[src/rtl/fetch_pkg.sv]
// rtl/fetch_pkg.sv - shared types and constants for the instruction fetch stage
package fetch_pkg;

    localparam logic [31:0] BOOT_ADDR_DEFAULT = 32'h0000_0004;

    typedef enum logic {
        IDLE = 1'b0,
        RUN  = 1'b1
    } fetch_state_t;

    typedef struct packed {
        logic [31:0] pc;
        logic [31:0] instr;
    } fetch_entry_t;

endpackage

[src/rtl/fetch_fifo.sv]
// rtl/fetch_fifo.sv - prefetch FIFO of {pc, instr} entries with flush
module fetch_fifo
    import fetch_pkg::*;
#(
    parameter int DEPTH = 2
) (
    input  logic         clk_i,
    input  logic         rst_ni,
    input  logic         push_i,
    input  fetch_entry_t entry_i,
    input  logic         pop_i,
    input  logic         flush_i,
    output fetch_entry_t head_o,
    output logic         full_o,
    output logic         empty_o
);

    localparam int AW = $clog2(DEPTH);
    localparam int CW = AW + 1;

    fetch_entry_t   r_mem [DEPTH];
    logic [AW-1:0]  r_wr_ptr;
    logic [AW-1:0]  r_rd_ptr;
    logic [CW-1:0]  r_count;

    always_ff @(posedge clk_i) begin
        if (push_i && !flush_i) begin
            r_mem[r_wr_ptr] <= entry_i;
        end
    end

    // Pointers wrap naturally because DEPTH is a power of two.
    always_ff @(posedge clk_i or negedge rst_ni) begin
        if (!rst_ni) begin
            r_wr_ptr <= '0;
            r_rd_ptr <= '0;
            r_count  <= '0;
        end else if (flush_i) begin
            r_wr_ptr <= '0;
            r_rd_ptr <= '0;
            r_count  <= '0;
        end else begin
            if (push_i) begin
                r_wr_ptr <= r_wr_ptr + AW'(1);
            end
            if (pop_i) begin
                r_rd_ptr <= r_rd_ptr + AW'(1);
            end
            case ({push_i, pop_i})
                2'b10:   r_count <= r_count + CW'(1);
                2'b01:   r_count <= r_count - CW'(1);
                default: r_count <= r_count;
            endcase
        end
    end

    assign empty_o = (r_count == '0);
    assign full_o  = (r_count == CW'(DEPTH));
    assign head_o  = empty_o ? '0 : r_mem[r_rd_ptr];

endmodule

[src/rtl/instr_fetch.sv]
// rtl/instr_fetch.sv - fetch stage: PC, SRAM request logic, prefetch buffer to decode
module instr_fetch
    import fetch_pkg::*;
#(
    parameter logic [31:0] BOOT_ADDR  = BOOT_ADDR_DEFAULT,
    parameter int          FIFO_DEPTH = 2
) (
    input  logic        clk_i,
    input  logic        rst_ni,
    input  logic        fetch_en_i,
    output logic        imem_req_o,
    output logic [31:0] imem_addr_o,
    input  logic [31:0] imem_rdata_i,
    output logic        instr_valid_o,
    input  logic        instr_ready_i,
    output logic [31:0] instr_o,
    output logic [31:0] instr_pc_o,
    input  logic        redirect_i,
    input  logic [31:0] redirect_pc_i
);

    fetch_state_t r_state;
    fetch_state_t w_state_next;
    logic [31:0]  r_pc;
    logic [31:0]  w_redirect_pc;
    logic         w_pop;
    logic         w_push;
    logic         w_full;
    logic         w_empty;
    fetch_entry_t w_entry;
    fetch_entry_t w_head;

    always_ff @(posedge clk_i or negedge rst_ni) begin
        if (!rst_ni) begin
            r_state <= IDLE;
        end else begin
            r_state <= w_state_next;
        end
    end

    always_comb begin
        w_state_next = r_state;
        case (r_state)
            IDLE:    if (fetch_en_i)  w_state_next = RUN;
            RUN:     if (!fetch_en_i) w_state_next = IDLE;
            default: w_state_next = IDLE;
        endcase
    end

    assign w_redirect_pc = redirect_pc_i & 32'hFFFF_FFFC;
    assign w_pop         = instr_valid_o & instr_ready_i;
    // A full buffer may still accept a fetch when decode drains the head this cycle.
    assign w_push        = (r_state == RUN) & fetch_en_i & ~redirect_i & (~w_full | w_pop);

    always_ff @(posedge clk_i or negedge rst_ni) begin
        if (!rst_ni) begin
            r_pc <= BOOT_ADDR;
        end else if (redirect_i) begin
            r_pc <= w_redirect_pc;
        end else if (w_push) begin
            r_pc <= r_pc + 32'd4;
        end
    end

    assign w_entry = '{pc: r_pc, instr: imem_rdata_i};

    fetch_fifo #(
        .DEPTH (FIFO_DEPTH)
    ) u_fifo (
        .clk_i   (clk_i),
        .rst_ni  (rst_ni),
        .push_i  (w_push),
        .entry_i (w_entry),
        .pop_i   (w_pop & ~redirect_i),
        .flush_i (redirect_i),
        .head_o  (w_head),
        .full_o  (w_full),
        .empty_o (w_empty)
    );

    assign imem_req_o    = w_push;
    assign imem_addr_o   = {2'b00, r_pc[31:2]};
    assign instr_valid_o = ~w_empty;
    assign instr_o       = w_head.instr;
    assign instr_pc_o    = w_head.pc;

endmodule

[config.mk]
export PLATFORM = sky130hd
export DESIGN_NAME = instr_fetch
export DESIGN_NICKNAME = d
export VERILOG_FILES = /design/src/rtl/fetch_pkg.sv /design/src/rtl/fetch_fifo.sv /design/src/rtl/instr_fetch.sv
export SDC_FILE = /design/constraint.sdc
export NUM_CORES = 1
export LEC_CHECK = 0
export BUFFER_PORTS_ARGS = -buffer_cell sky130_fd_sc_hd__buf_2
export CAP_MARGIN = 20
export CORE_ASPECT_RATIO = 0.9
export CORE_UTILIZATION = 55
export CTS_CLUSTER_DIAMETER = 50
export DETAILED_ROUTE_END_ITERATION = 7
export PLACE_DENSITY = 0.82
export RECOVER_POWER = 100
export SETUP_SLACK_MARGIN = 0.3
export SLEW_MARGIN = 30
export SYNTH_ARGS = -nofsm -noshare
export SYNTH_HDL_FRONTEND = slang
export SYNTH_SLANG_ARGS = --single-unit
[constraint.sdc]
create_clock -name clk_i -period 10.1 [get_ports clk_i]
set_clock_uncertainty 0.05 [all_clocks]
set_input_delay 0.505 -clock clk_i [delete_from_list [all_inputs] [get_ports clk_i]]
set_output_delay 0.505 -clock clk_i [all_outputs]
set_load 0.02 [all_outputs]
==> results.md, run 1 <==
- Ant. Diodes: 0
- EDFF count, synth: 124
- Average wire per standard cell: 18.44 microns
- Routability Congestion: 0.8230
- Critical path fanouts, max: 44
- Failing checks: capacitance limit, slew limit
- DRC Markers: 0
- RSZ-0062 raised after global routing: false
- Worst hold path class: input pin to flop
- Critical Path Slowest Stage Cell: nor2_1
- Setup TNS: 0 ns
- Clock Power Share: 0.383
- Core ar.: 12170 sq um
- Vias in the first global route: 4753
- Sequential power share: 0.493
- Pwr/cell area: 191.5 nW/um^2
- Vias per cell: 5.868
- Layout fillers: 983
- Total gr overflow: 0
- Setup crit start: redirect_i
- Maximum vdd drop: 149.1 uV
- Clock H-tree levels: 4
- Syn Area/Cell: 13.37 sq um
- Root Buffer: clkbuf_16
- PortBufs: 160
- CP Data Arrival Time: 5.94 ns
- Worst r2r src: u_fifo.r_count[0]$_DFFE_PN0P_
- Share of flip-flops with an asynchronous set or reset: 0.2201
- Setup CP Type: input pin to flop
- Global-route wire length before repair: 24340 microns
- Max Freq: 166.9 MHz
- DRT iter0 DRCs: 481
- Clock sink count: 159
- Cell-internal power: 1.160 mW
- LEAKAGE: 2.794 nW
- Top delay family on crit path: simple AND/OR/NAND/NOR gates
- CP Capture Type: flop
- Cell Rows: 38
- Critical path cell sequence: clkbuf_1 -> and3b_1 -> nand2_1 -> nor2_1 -> clkbuf_1
- Ports: 167
- Slew Limit Fails: 254
- DP HPWL: 10200 microns
- Slew @ Worst Pin: 2.367 ns
- Status: finished with violations
- Max-Slew Margin vs Limit: -0.5783
- Count of different cell masters after synthesis: 55
- Die area: 13050 sq um
- CTS Buf Count: 17
- CP Data Required Time: 10.05 ns
- Maxcap violations: 7
- Crit path top cell by count: clkbuf_1
- Final setup viols: 0
- Buf/Inv on CP: 2
- Post-CTS Resized: 0
- CTS Hold Bufs: 0
- Highest-count cells in the layout ignoring fill and taps: edfxtp_1 (124), clkbuf_1 (122), nor2_1 (70)
- Area growth, synth to finish: 18.57%
- CTS tree: done
- Switching Share: 0.2625
- Initial antenna violation count: 0
- Number of synthesized register bits: 159
- Setup Buffers After CTS: 0
- Placed cell area: 7851 sq um
- Commonest non-fill, non-tap cell in the layout: edfxtp_1
- Startpoint Class: input pin
- Via count: 4964
- Endpoints failing hold: 0
- Antenna viol nets, final: 0
- Die W: 120.3 microns
- NumNets Final: 743
- Sw power: 0.4128 mW
- Fin crit share: 0.5931
- Crit path time final: 5.991 ns
- Slowest cell delay on critical path: 1.92 ns
- Syn. warnings: 0
- Launch point of the worst hold path: fetch_en_i
- Post-synth top flop: edfxtp_1
- Cell Area, Synth: 6925 sq um
- Pre-antenna DRT Iters: 5
- Fin area: 8212 sq um
- CTS clock-pin slew for the worst setup and hold paths: 0.06 ns
- Total GRT Usage: 0.2488
- Largest net degree at the start of global routing: 45
- Share of cells above drive strength 1: 0.1137
- Comb pwr share: 0.124
- Post-Syn Instances: 518
- Initial Util: 0.5690
- Sequential fraction of the synthesis area: 0.6643
- Die extent in y: 108.5 microns
- Post-Route WL: 15600 microns
- Clock Latency Late Sink: 0.42 ns
- Max clock buf depth: 2
-- synth_stat cells (5+ instances only) --
cell type	n	area share
and3_1	7	0.0063
nand2_1	36	0.020
nand3_1	15	0.011
o311ai_1	13	0.016
a31oi_1	5	0.0045
nor3_1	5	0.0036
nor4_1	5	0.0045
inv_1	7	0.0038
buf_2	9	0.0065
o311ai_0	13	0.016
nor2_1	70	0.038
edfxtp_1	124	0.54
buf_4	8	0.0087
o211ai_1	6	0.0065
nand4_1	11	0.0099
and2_1	8	0.0072
clkbuf_1	14	0.0076
dfrtp_1	34	0.12
and4_1	5	0.0063
mux2i_1	63	0.091
-- path summary, 6_finish.rpt --
| kind | to | cells after the start | slack [ns] |
|---|---|---|---|
| max | u_fifo.r_mem[0][16]$_DFFE_PP_ | 5 | 4.11 |
| min | r_state$_DFF_PN0_ | 1 | 0.22 |
| max reg2reg | u_fifo.r_mem[0][16]$_DFFE_PP_ | 4 | 4.66 |
| min reg2reg | u_fifo.r_wr_ptr$_DFFE_PN0P_ | 1 | 0.46 |
| max in group asynchronous | u_fifo.r_rd_ptr$_DFFE_PN0P_ | 1 | 7.97 |
| min in group asynchronous | r_pc[24]$_DFFE_PN0P_ | 1 | 0.61 |
-- power by group through the flow --
| stage | Sequential (mW) | Clock, mW | Combinational (mW) |
|---|---|---|---|
| 2_1_floorplan | 0.786 | 0 | 0.125 |
| 3_3_place_gp | 0.793 | 0 | 0.191 |
| 3_5_place_dp | 0.786 | 0 | 0.206 |
| 4_1_cts | 0.774 | 0.610 | 0.207 |
| 5_1_grt | 0.778 | 0.638 | 0.213 |
| 6_report | 0.775 | 0.602 | 0.196 |
-- final cells by class --
class / count / area (sq um) / share of cell area
clock inverters: 10 / 86.33 / 0.01051
multi-input cells: 322 / 2110 / 0.2569
flip-flops and latches: 159 / 4604 / 0.5607
clock buffers: 22 / 475.5 / 0.05790
inverters: 8 / 30.03 / 0.003657
well taps: 160 / 200.2 / 0.02438
repair buffers: 165 / 705.7 / 0.08594
-- stage by stage --
step	hold WS (ns)	util	total power, mW	setup slack (ns)	cells
finish	0.2205	0.6747	1.573	4.109	846
global route	0.2123	0.6747	1.629	3.510	846
CTS	0.1426	0.6912	1.592	7.112	846
detailed placement	0.4947	0.6450	0.9926	6.661	814
global placement	0.4831	0.6418	0.9834	6.760	812
floorplan	0.1594	-	0.9109	5.722	521
-- per-layer routing --
| layer | GRT usage | share of wire | routed length [microns] | vias up |
|---|---|---|---|---|
| li1 | - | - | - | 2289 |
| met1 | 0.3345 | 0.43 | 6638 | 2365 |
| met2 | 0.3961 | 0.47 | 7394 | 279 |
| met3 | 0.04852 | 0.077 | 1206 | 31 |
| met4 | 0.1120 | 0.023 | 359 | 0 |
| met5 | 0 | 0 | 0 | - |
-- worst register-to-register path: cells and delay by family (launching register included) --
kind | cells | cell delay (ns)
and+or+nand+nor | 3 | 2.86
buffers and inverters | 1 | 1.62
DFF | 1 | 0.47
-- sequential cells by signal, summed over array words and instances (netlist names) --
signal / cells
u_fifo.r_mem: 124
r_pc: 30
u_fifo.r_count: 2
r_state: 1
u_fifo.r_rd_ptr: 1
u_fifo.r_wr_ptr: 1
-- kinds of logic (layout without fill, tap and decap cells) --
| logic type | count (synthesis) | in the layout | share of synthesized area |
|---|---|---|---|
| xor+xnor | 3 | 3 | 0.003795 |
| fa+ha+maj | 1 | 1 | 0.001806 |
| other cells | 1 | 4 | 0.0005415 |
| buf+inv | 40 | 205 | 0.02873 |
| compound gates | 65 | 65 | 0.07389 |
| mux | 63 | 63 | 0.09106 |
| simple gates | 186 | 186 | 0.1359 |
| flops | 159 | 159 | 0.6643 |
Note: power is estimated with default switching activity, not from simulation.
==> run 2: changes to the inputs <==
--- a/config.mk
+++ b/config.mk
@@ -5,13 +5,14 @@
 export SDC_FILE = /design/constraint.sdc
 export NUM_CORES = 1
 export LEC_CHECK = 0
+export ABC_AREA = 1
 export BUFFER_PORTS_ARGS = -buffer_cell sky130_fd_sc_hd__buf_2
 export CAP_MARGIN = 20
 export CORE_ASPECT_RATIO = 0.9
-export CORE_UTILIZATION = 55
+export CORE_UTILIZATION = 49
 export CTS_CLUSTER_DIAMETER = 50
 export DETAILED_ROUTE_END_ITERATION = 7
-export PLACE_DENSITY = 0.82
+export PLACE_DENSITY = 0.77
 export RECOVER_POWER = 100
 export SETUP_SLACK_MARGIN = 0.3
 export SLEW_MARGIN = 30
==> constraint.sdc (replaced) <==
create_clock -name clk_i -period 5.1 [get_ports clk_i]
set_clock_uncertainty 0.05 [all_clocks]
set_input_delay 0.255 -clock clk_i [delete_from_list [all_inputs] [get_ports clk_i]]
set_output_delay 0.255 -clock clk_i [all_outputs]
set_load 0.02 [all_outputs]
==> run 2 against run 1 <==
  * The run still ends with capacitance limit, slew limit left
  * Flip-flop and latch count is the same
  * Critical path depth grew 2
  * Sequential share of layout area shrank 4.2 points
  * Critical endpoint is now u_fifo.r_mem[1][55]$_DFFE_PP_
==> results.md, run 2 <==
- Count leader, synth: nand2_1
- CP Data Arrival Time: 3.66 ns (-2.28 ns)
- Hold worst-path end: r_pc[6]$_DFFE_PN0P_
- Post-CTS Resized: 0 (unchanged)
- Largest Register: u_fifo.r_mem
- Maximum vdd drop: 251.8 uV (+69%)
- Commonest non-fill, non-tap cell in the layout: nand2_1
- Post-synth top cells: nand2_1 (302), edfxtp_1 (124), a21oi_1 (67)
- Setup CP Type: input pin to flop
- Pre-antenna DRT Iters: 5 (unchanged)
- Crit path top cell by count: nor2_1
- Slew @ Worst Pin: 2.051 ns (-0.3169 ns)
- Setup TNS: 0 ns (unchanged)
- Share of the synthesized area in the top cell type: 0.5165 (-0.02118)
- Fin crit share: 0.7158
- RSZ-0062 raised after global routing: false
- Final setup viols: 0 (unchanged)
- Top post-synthesis cells by area: edfxtp_1 (52%), nand2_1 (16%), dfrtp_1 (12%), a21oi_1 (4.7%), inv_1 (2.6%)
- Status: finished with violations
- LEAKAGE: 3.591 nW (+29%)
- Post-Place Cells: 1075 (+32%)
- Die W: 129.9 microns (+8.0%)
- R2r setup slk: 1.51 ns (-3.15 ns)
- Ant. Diodes: 0 (unchanged)
- CP Capture Type: flop
- Total gr overflow: 0 (unchanged)
- Endpoints failing hold: 0 (unchanged)
- DP HPWL: 10130 microns (-0.66%)
- Slew Limit Fails: 56 (-78%)
- Cell Area, Synth: 7209 sq um (+4.1%)
- Total GRT Usage: 0.2322 (-0.01656)
- Synth area leader: edfxtp_1
- PortBufs: 160 (unchanged)
- Layout fillers: 1215 (+24%)
- Antenna viol nets, final: 0 (unchanged)
- Worst r2r src: u_fifo.r_count[0]$_DFFE_PN0P_
- Max FFs per register: 124 (unchanged)
- Final core utilization: 0.6244 (-0.05028)
- Max Freq: 273.9 MHz
- Clock Latency Late Sink: 0.42 ns (about the same)
- Syn. warnings: 0 (unchanged)
- Initial antenna violation count: 0 (unchanged)
- Startpoint Class: input pin
- Ports: 167 (unchanged)
- Clock H-tree levels: 4 (unchanged)
- EDFF count, synth: 124 (unchanged)
- Syn Area/Cell: 9.651 sq um (-28%)
- Share of flip-flops with an asynchronous set or reset: 0.2201 (unchanged)
- Seq. cell area: 4602 sq um (about the same)
- Critical Path Slowest Stage Cell: nor2_1
- Highest-count cells in the layout ignoring fill and taps: nand2_1 (303), edfxtp_1 (124), clkbuf_1 (111)
- Critical path cell sequence: dlygate4sd3_1 -> clkbuf_1 -> nand2_1 -> nor2_1 -> o21ai_0 -> nor2_1 -> buf_4
- DRC Markers: 0 (unchanged)
- Worst Hold Path Cells: 3 (+2)
- Critical path fanouts, max: 44 (unchanged)
- Die extent in y: 117.1 microns (+7.9%)
- Root Buffer: clkbuf_16
- RR Endpoint: r_pc[12]$_DFFE_PN0P_
- Pwr/cell area: 412.8 nW/um^2 (+120%)
- Slowest cell delay on critical path: 1.42 ns (-0.50 ns)
- Area growth, synth to finish: 23.06%
- Max-Slew Margin vs Limit: -0.3670 (+0.2112)
- NumNets Final: 1007 (+36%)
- Initial Util: 0.5074 (-0.06162)
- Crit path time final: 3.651 ns
- Vias per cell: 4.952 (-16%)
- Multi-input gate area: 2246 sq um (+6.5%)
- Die area: 15200 sq um (+17%)
- Max clock buf depth: 2 (unchanged)
- Placed cell area: 8144 sq um (+3.7%)
- CTS tree: done
- Global-route wire length before repair: 26090 microns (+7.2%)
- Final std cells w/o fill: 1143 (+35%)
- Clock sink count: 159 (unchanged)
- Launch point of the worst hold path: redirect_pc_i[6]
- Vias in the first global route: 5328 (+12%)
- Core ar.: 14210 sq um (+17%)
- Number of synthesized register bits: 159 (unchanged)
- CTS Buf Count: 17 (unchanged)
- CP Data Required Time: 5.11 ns (-4.94 ns)
- CTS clock-pin slew for the worst setup and hold paths: 0.06 ns (about the same)
- Reg2Reg Depth: 9 (+5)
- DRT iter0 DRCs: 407 (-15%)
- Sequential fraction of the synthesis area: 0.6381 (-0.02617)
- Post-Syn Instances: 747 (+44%)
- Cell Rows: 41 (+7.9%)
- Post-Route WL: 16850 microns (+8.1%)
- Post-synth top flop: edfxtp_1
- Largest net degree at the start of global routing: 64 (+42%)
- Average wire per standard cell: 14.75 microns (-20%)
- Setup Buffers After CTS: 0 (unchanged)
- Maxcap violations: 2 (-5)
- Share of cells above drive strength 1: 0.1084 (-0.005282)
- Count of different cell masters after synthesis: 31 (-44%)
- Top Registers: u_fifo.r_mem (124), r_pc (30), u_fifo.r_count (2)
- Via count: 5660 (+14%)
- Routability Congestion: 0.8428 (+2.4%)
- Worst hold path class: input pin to flop
- Failing checks: capacitance limit, slew limit
- Fin area: 8872 sq um (+8.0%)
run 2: cell types whose count changed after synthesis, moves of 13 or more:
cell,previous run,this run
a21oi_1,4,67
nand3_1,15,30
nand2_1,36,302
o311ai_1,13,0
nor2_1,70,42
mux2i_1,63,0
o311ai_0,13,0
inv_1,7,49
run 2: area by class of cell:
class | instances | area share
flip-flops and latches | 159 | 0.5187
multi-input cells | 504 | 0.2531
repair buffers | 201 | 0.1193
clock buffers | 18 | 0.04837
well taps | 193 | 0.02722
inverters | 54 | 0.02285
clock inverters | 14 | 0.01044
run 2: metal layers:
metal / share of wire / track usage
met2: 0.46 / 0.3793
met1: 0.46 / 0.3033
met4: 0.017 / 0.09302
met5: 0 / 0
met3: 0.056 / 0.05273
run 2: power by group:
| part | switching [mW] | internal, mW | total (mW) |
|---|---|---|---|
| combinational | 0.729 | 0.251 | 0.980 |
| sequential | 0.0772 | 1.48 | 1.56 |
| clock | 0.506 | 0.618 | 1.12 |
| total | 1.31 | 2.35 | 3.66 |
run 2: critical path, delay by kind of cell:
kind | cells | cell delay, ns
and+or+nand+nor | 3 | 1.54
AOI/OAI and AO/OA | 1 | 0.48
buffers and inverters | 3 | 1.32
run 2: logic make-up after synthesis:
| kind of cell | count (synthesis) | share of synthesized area |
|---|---|---|
| buffers and inverters | 87 | 0.05206 |
| adders and majority gates | 1 | 0.001735 |
| other | 1 | 0.0005202 |
| AOI/OAI and AO/OA | 95 | 0.06994 |
| xor gates and xnor gates | 8 | 0.009719 |
| and+or+nand+nor | 396 | 0.2279 |
| DFF | 159 | 0.6381 |
run 2: how the worst max path moves through the flow:
stage / from / endpoint / slack [ns] / depth (start not counted)
6_report: fetch_en_i / u_fifo.r_mem[1][55]$_DFFE_PP_ / 1.45 / 7
3_5_place_dp: redirect_i / u_fifo.r_mem[0][55]$_DFFE_PP_ / 2.46 / 5
2_1_floorplan: redirect_i / u_fifo.r_mem[0][0]$_DFFE_PP_ / 1.20 / 5
4_1_cts: u_fifo.r_rd_ptr$_DFFE_PN0P_ / instr_o[4] / 2.36 / 6
5_1_grt: fetch_en_i / u_fifo.r_mem[1][50]$_DFFE_PP_ / 1.19 / 7
3_3_place_gp: redirect_i / u_fifo.r_mem[0][55]$_DFFE_PP_ / 2.49 / 5
run 2: through the flow:
stage	power, mW	hold WS, ns	setup slack [ns]
2_1_floorplan	2.232	-0.09059	1.200
3_3_place_gp	2.572	0.3304	2.490
3_5_place_dp	2.588	0.3335	2.462
4_1_cts	3.725	0.0008414	2.359
5_1_grt	3.851	0.01003	1.193
6_report	3.663	0.01584	1.449
run 2: what timing repair did:
action	CTS	global route
endpoints found under the setup margin	0	0
hold endpoints to repair	101	0
hold buffers	36	0
==> run 3: changes to the inputs <==
--- a/config.mk
+++ b/config.mk
@@ -5,14 +5,14 @@
 export SDC_FILE = /design/constraint.sdc
 export NUM_CORES = 1
 export LEC_CHECK = 0
-export ABC_AREA = 1
+export ABC_AREA = 0
 export BUFFER_PORTS_ARGS = -buffer_cell sky130_fd_sc_hd__buf_2
 export CAP_MARGIN = 20
 export CORE_ASPECT_RATIO = 0.9
-export CORE_UTILIZATION = 49
+export CORE_UTILIZATION = 48
 export CTS_CLUSTER_DIAMETER = 50
 export DETAILED_ROUTE_END_ITERATION = 7
-export PLACE_DENSITY = 0.77
+export PLACE_DENSITY = 0.76
 export RECOVER_POWER = 100
 export SETUP_SLACK_MARGIN = 0.3
 export SLEW_MARGIN = 30
==> constraint.sdc (replaced) <==
create_clock -name clk_i -period 3.3 [get_ports clk_i]
set_clock_uncertainty 0.05 [all_clocks]
set_input_delay 0.165 -clock clk_i [delete_from_list [all_inputs] [get_ports clk_i]]
set_output_delay 0.165 -clock clk_i [all_outputs]
set_load 0.02 [all_outputs]
==> run 3 against run 2 <==
  * The run still ends with capacitance limit, slew limit left
  * Die area is 1.9% lower
  * First-iteration DRC count is 7.9% higher
  * Via count is 8.7% lower
  * Non-clock buffer count is 25 higher
  * Worst setup slack worse by 0.96 ns
  * Worst hold slack better by 0.0031 ns
  * Flip-flop and latch count stayed put
  * Cell area hardly changed
  * Wire length is 2.9% lower
  * Cell count is 18% lower
  * Count of clock-buffer cells in the layout is 1 higher
==> results.md, run 3 (same netlist as run 1, synthesis figures left out) <==
- CTS tree: done
- CP Data Required Time: 3.28 ns (-1.83 ns)
- Die area: 14910 sq um (-1.9%)
- Core ar.: 14060 sq um (-1.1%)
- Worst hold path class: input pin to flop
- CTS Buf Count: 17 (unchanged)
- Average wire per standard cell: 17.42 microns (+18%)
- Setup CP Type: flop to flop
- Slowest cell delay on critical path: 0.89 ns (-0.53 ns)
- Total gr overflow: 0 (unchanged)
- Routability Congestion: 0.9148 (+8.5%)
- Critical path fanouts, max: 27 (-39%)
- R2r setup slk: 0.49 ns (-1.02 ns)
- Area growth, synth to finish: 28.00%
- DRC Markers: 0 (unchanged)
- Pwr/cell area: 540.1 nW/um^2 (+31%)
- PortBufs: 160 (unchanged)
- Max clock buf depth: 2 (unchanged)
- NumNets Final: 804 (-20%)
- Initial antenna violation count: 0 (unchanged)
- Max-Slew Margin vs Limit: -0.3410 (+0.02604)
- Post-Route WL: 16370 microns (-2.9%)
- CP Capture Type: flop
- Slew @ Worst Pin: 2.011 ns (-0.03906 ns)
- LEAKAGE: 3.034 nW (-16%)
- Status: finished with violations
- Clock Latency Late Sink: 0.42 ns (about the same)
- RSZ-0062 raised after global routing: false
- DP HPWL: 10280 microns (+1.5%)
- Root Buffer: clkbuf_16
- Critical path capture point: u_fifo.r_mem[0][28]$_DFFE_PP_
- Cell Rows: 41 (unchanged)
- RR Endpoint: u_fifo.r_mem[0][28]$_DFFE_PP_
- Die extent in y: 116.0 microns (-0.96%)
- Maximum vdd drop: 366.5 uV (+46%)
- Crit path time final: 2.806 ns
- Vias in the first global route: 5021 (-5.8%)
- Vias per cell: 5.498 (+11%)
- Critical path cell sequence: or3b_1 -> nand2_4 -> nor2_1 -> clkbuf_1
- CP Data Arrival Time: 2.79 ns (-0.87 ns)
- Max Freq: 356.4 MHz
- Failing checks: capacitance limit, slew limit
- CTS clock-pin slew for the worst setup and hold paths: 0.06 ns (about the same)
- Slew Limit Fails: 36 (-36%)
- Pre-antenna DRT Iters: 6 (+1)
- Final setup viols: 0 (unchanged)
- Startpoint Class: flop
- Antenna viol nets, final: 0 (unchanged)
- Ant. Diodes: 0 (unchanged)
- Endpoints failing hold: 0 (unchanged)
- Global-route wire length before repair: 25220 microns (-3.3%)
- Largest net degree at the start of global routing: 44 (-31%)
- Share of cells above drive strength 1: 0.1124 (+0.004029)
- Via count: 5168 (-8.7%)
- Commonest non-fill, non-tap cell in the layout: edfxtp_1
- Die W: 128.6 microns (-0.96%)
- Reg2Reg Depth: 4 (-5)
- Largest Register: u_fifo.r_mem
- Place WS: 0.9572 ns (-1.505 ns)
- Setup TNS: 0 ns (unchanged)
- Max FFs per register: 124 (unchanged)
- Top Registers: u_fifo.r_mem (124), r_pc (30), u_fifo.r_count (2)
- Worst r2r src: u_fifo.r_count[0]$_DFFE_PN0P_
- Clock H-tree levels: 4 (unchanged)
- Initial Util: 0.4927 (-0.01465)
- Worst Hold Path Cells: 4 (+1)
- Maxcap violations: 1 (-1)
- Ports: 167 (unchanged)
- DRT iter0 DRCs: 439 (+7.9%)
- Setup crit start: u_fifo.r_count[0]$_DFFE_PN0P_
- Fin crit share: 0.8502
- Total GRT Usage: 0.2270 (-0.005177)
- Layout fillers: 1141 (-6.1%)
- Critical Path Slowest Stage Cell: clkbuf_1
- Highest-count cells in the layout ignoring fill and taps: edfxtp_1 (124), clkbuf_1 (119), nor2_1 (69)
- Clock sink count: 159 (unchanged)
- Setup WS post-layout: 0.4944 ns (-0.9551 ns)
[run 3: metrics by stage]
step	power, mW	utilization	cell area [sq um]	cells	hold slack [ns]
4_1_cts	4.845	0.6424	9030	940	0.002164
6_report	4.788	0.6307	8865	940	0.01892
3_5_place_dp	3.043	0.5626	7908	849	0.2531
3_3_place_gp	3.024	0.5626	7908	849	0.2511
2_1_floorplan	2.787	-	6944	521	-0.1806
5_1_grt	4.979	0.6307	8865	940	0.02591
[run 3: repair_timing]
action	4_1_cts	5_1_grt
hold endpoints to repair	124	0
buffers inserted	0	0
hold buffers	59	0
gates resized for setup	0	0
[run 3: routing by layer]
| layer | vias up | part of all wire | track usage |
|---|---|---|---|
| met5 | - | 0 | 0 |
| met4 | 0 | 0.012 | 0.08471 |
| met3 | 26 | 0.081 | 0.06048 |
| met2 | 246 | 0.46 | 0.3571 |
| met1 | 2483 | 0.44 | 0.3044 |
| li1 | 2413 | - | - |
[run 3: worst min path at each step]
| stage | start | to | slack, ns |
|---|---|---|---|
| after global routing | redirect_pc_i[17] | r_pc[17]$_DFFE_PN0P_ | 0.03 |
| final | redirect_pc_i[25] | r_pc[25]$_DFFE_PN0P_ | 0.02 |
| after floorplan | rst_ni | r_pc[10]$_DFFE_PN0P_ | -0.18 |
| after detailed placement | rst_ni | r_pc[3]$_DFFE_PN0P_ | 0.25 |
| after global placement | rst_ni | r_pc[3]$_DFFE_PN0P_ | 0.25 |
| after CTS | redirect_pc_i[25] | r_pc[25]$_DFFE_PN0P_ | 0.002 |
[run 3: power breakdown]
group	internal (mW)	switching (mW)
Clock	1.02	0.741
Sequential	2.26	0.124
Combinational	0.239	0.408
Total	3.51	1.27
[run 3: worst max-delay path: cells and delay by family, from the launching register on]
family	cells	cell delay [ns]
and+or+nand+nor	3	0.95
DFF	1	0.52
buffers and inverters	1	0.89
[run 3: layout make-up]
type | instances | area, sq um | area share
flip-flops and latches | 159 | 4604 | 0.5194
clock buffers | 19 | 432.9 | 0.04884
well taps | 193 | 241.5 | 0.02724
multi-input cells | 322 | 2140 | 0.2414
clock inverters | 13 | 98.84 | 0.01115
inverters | 8 | 30.03 | 0.003387
repair buffers | 226 | 1318 | 0.1486
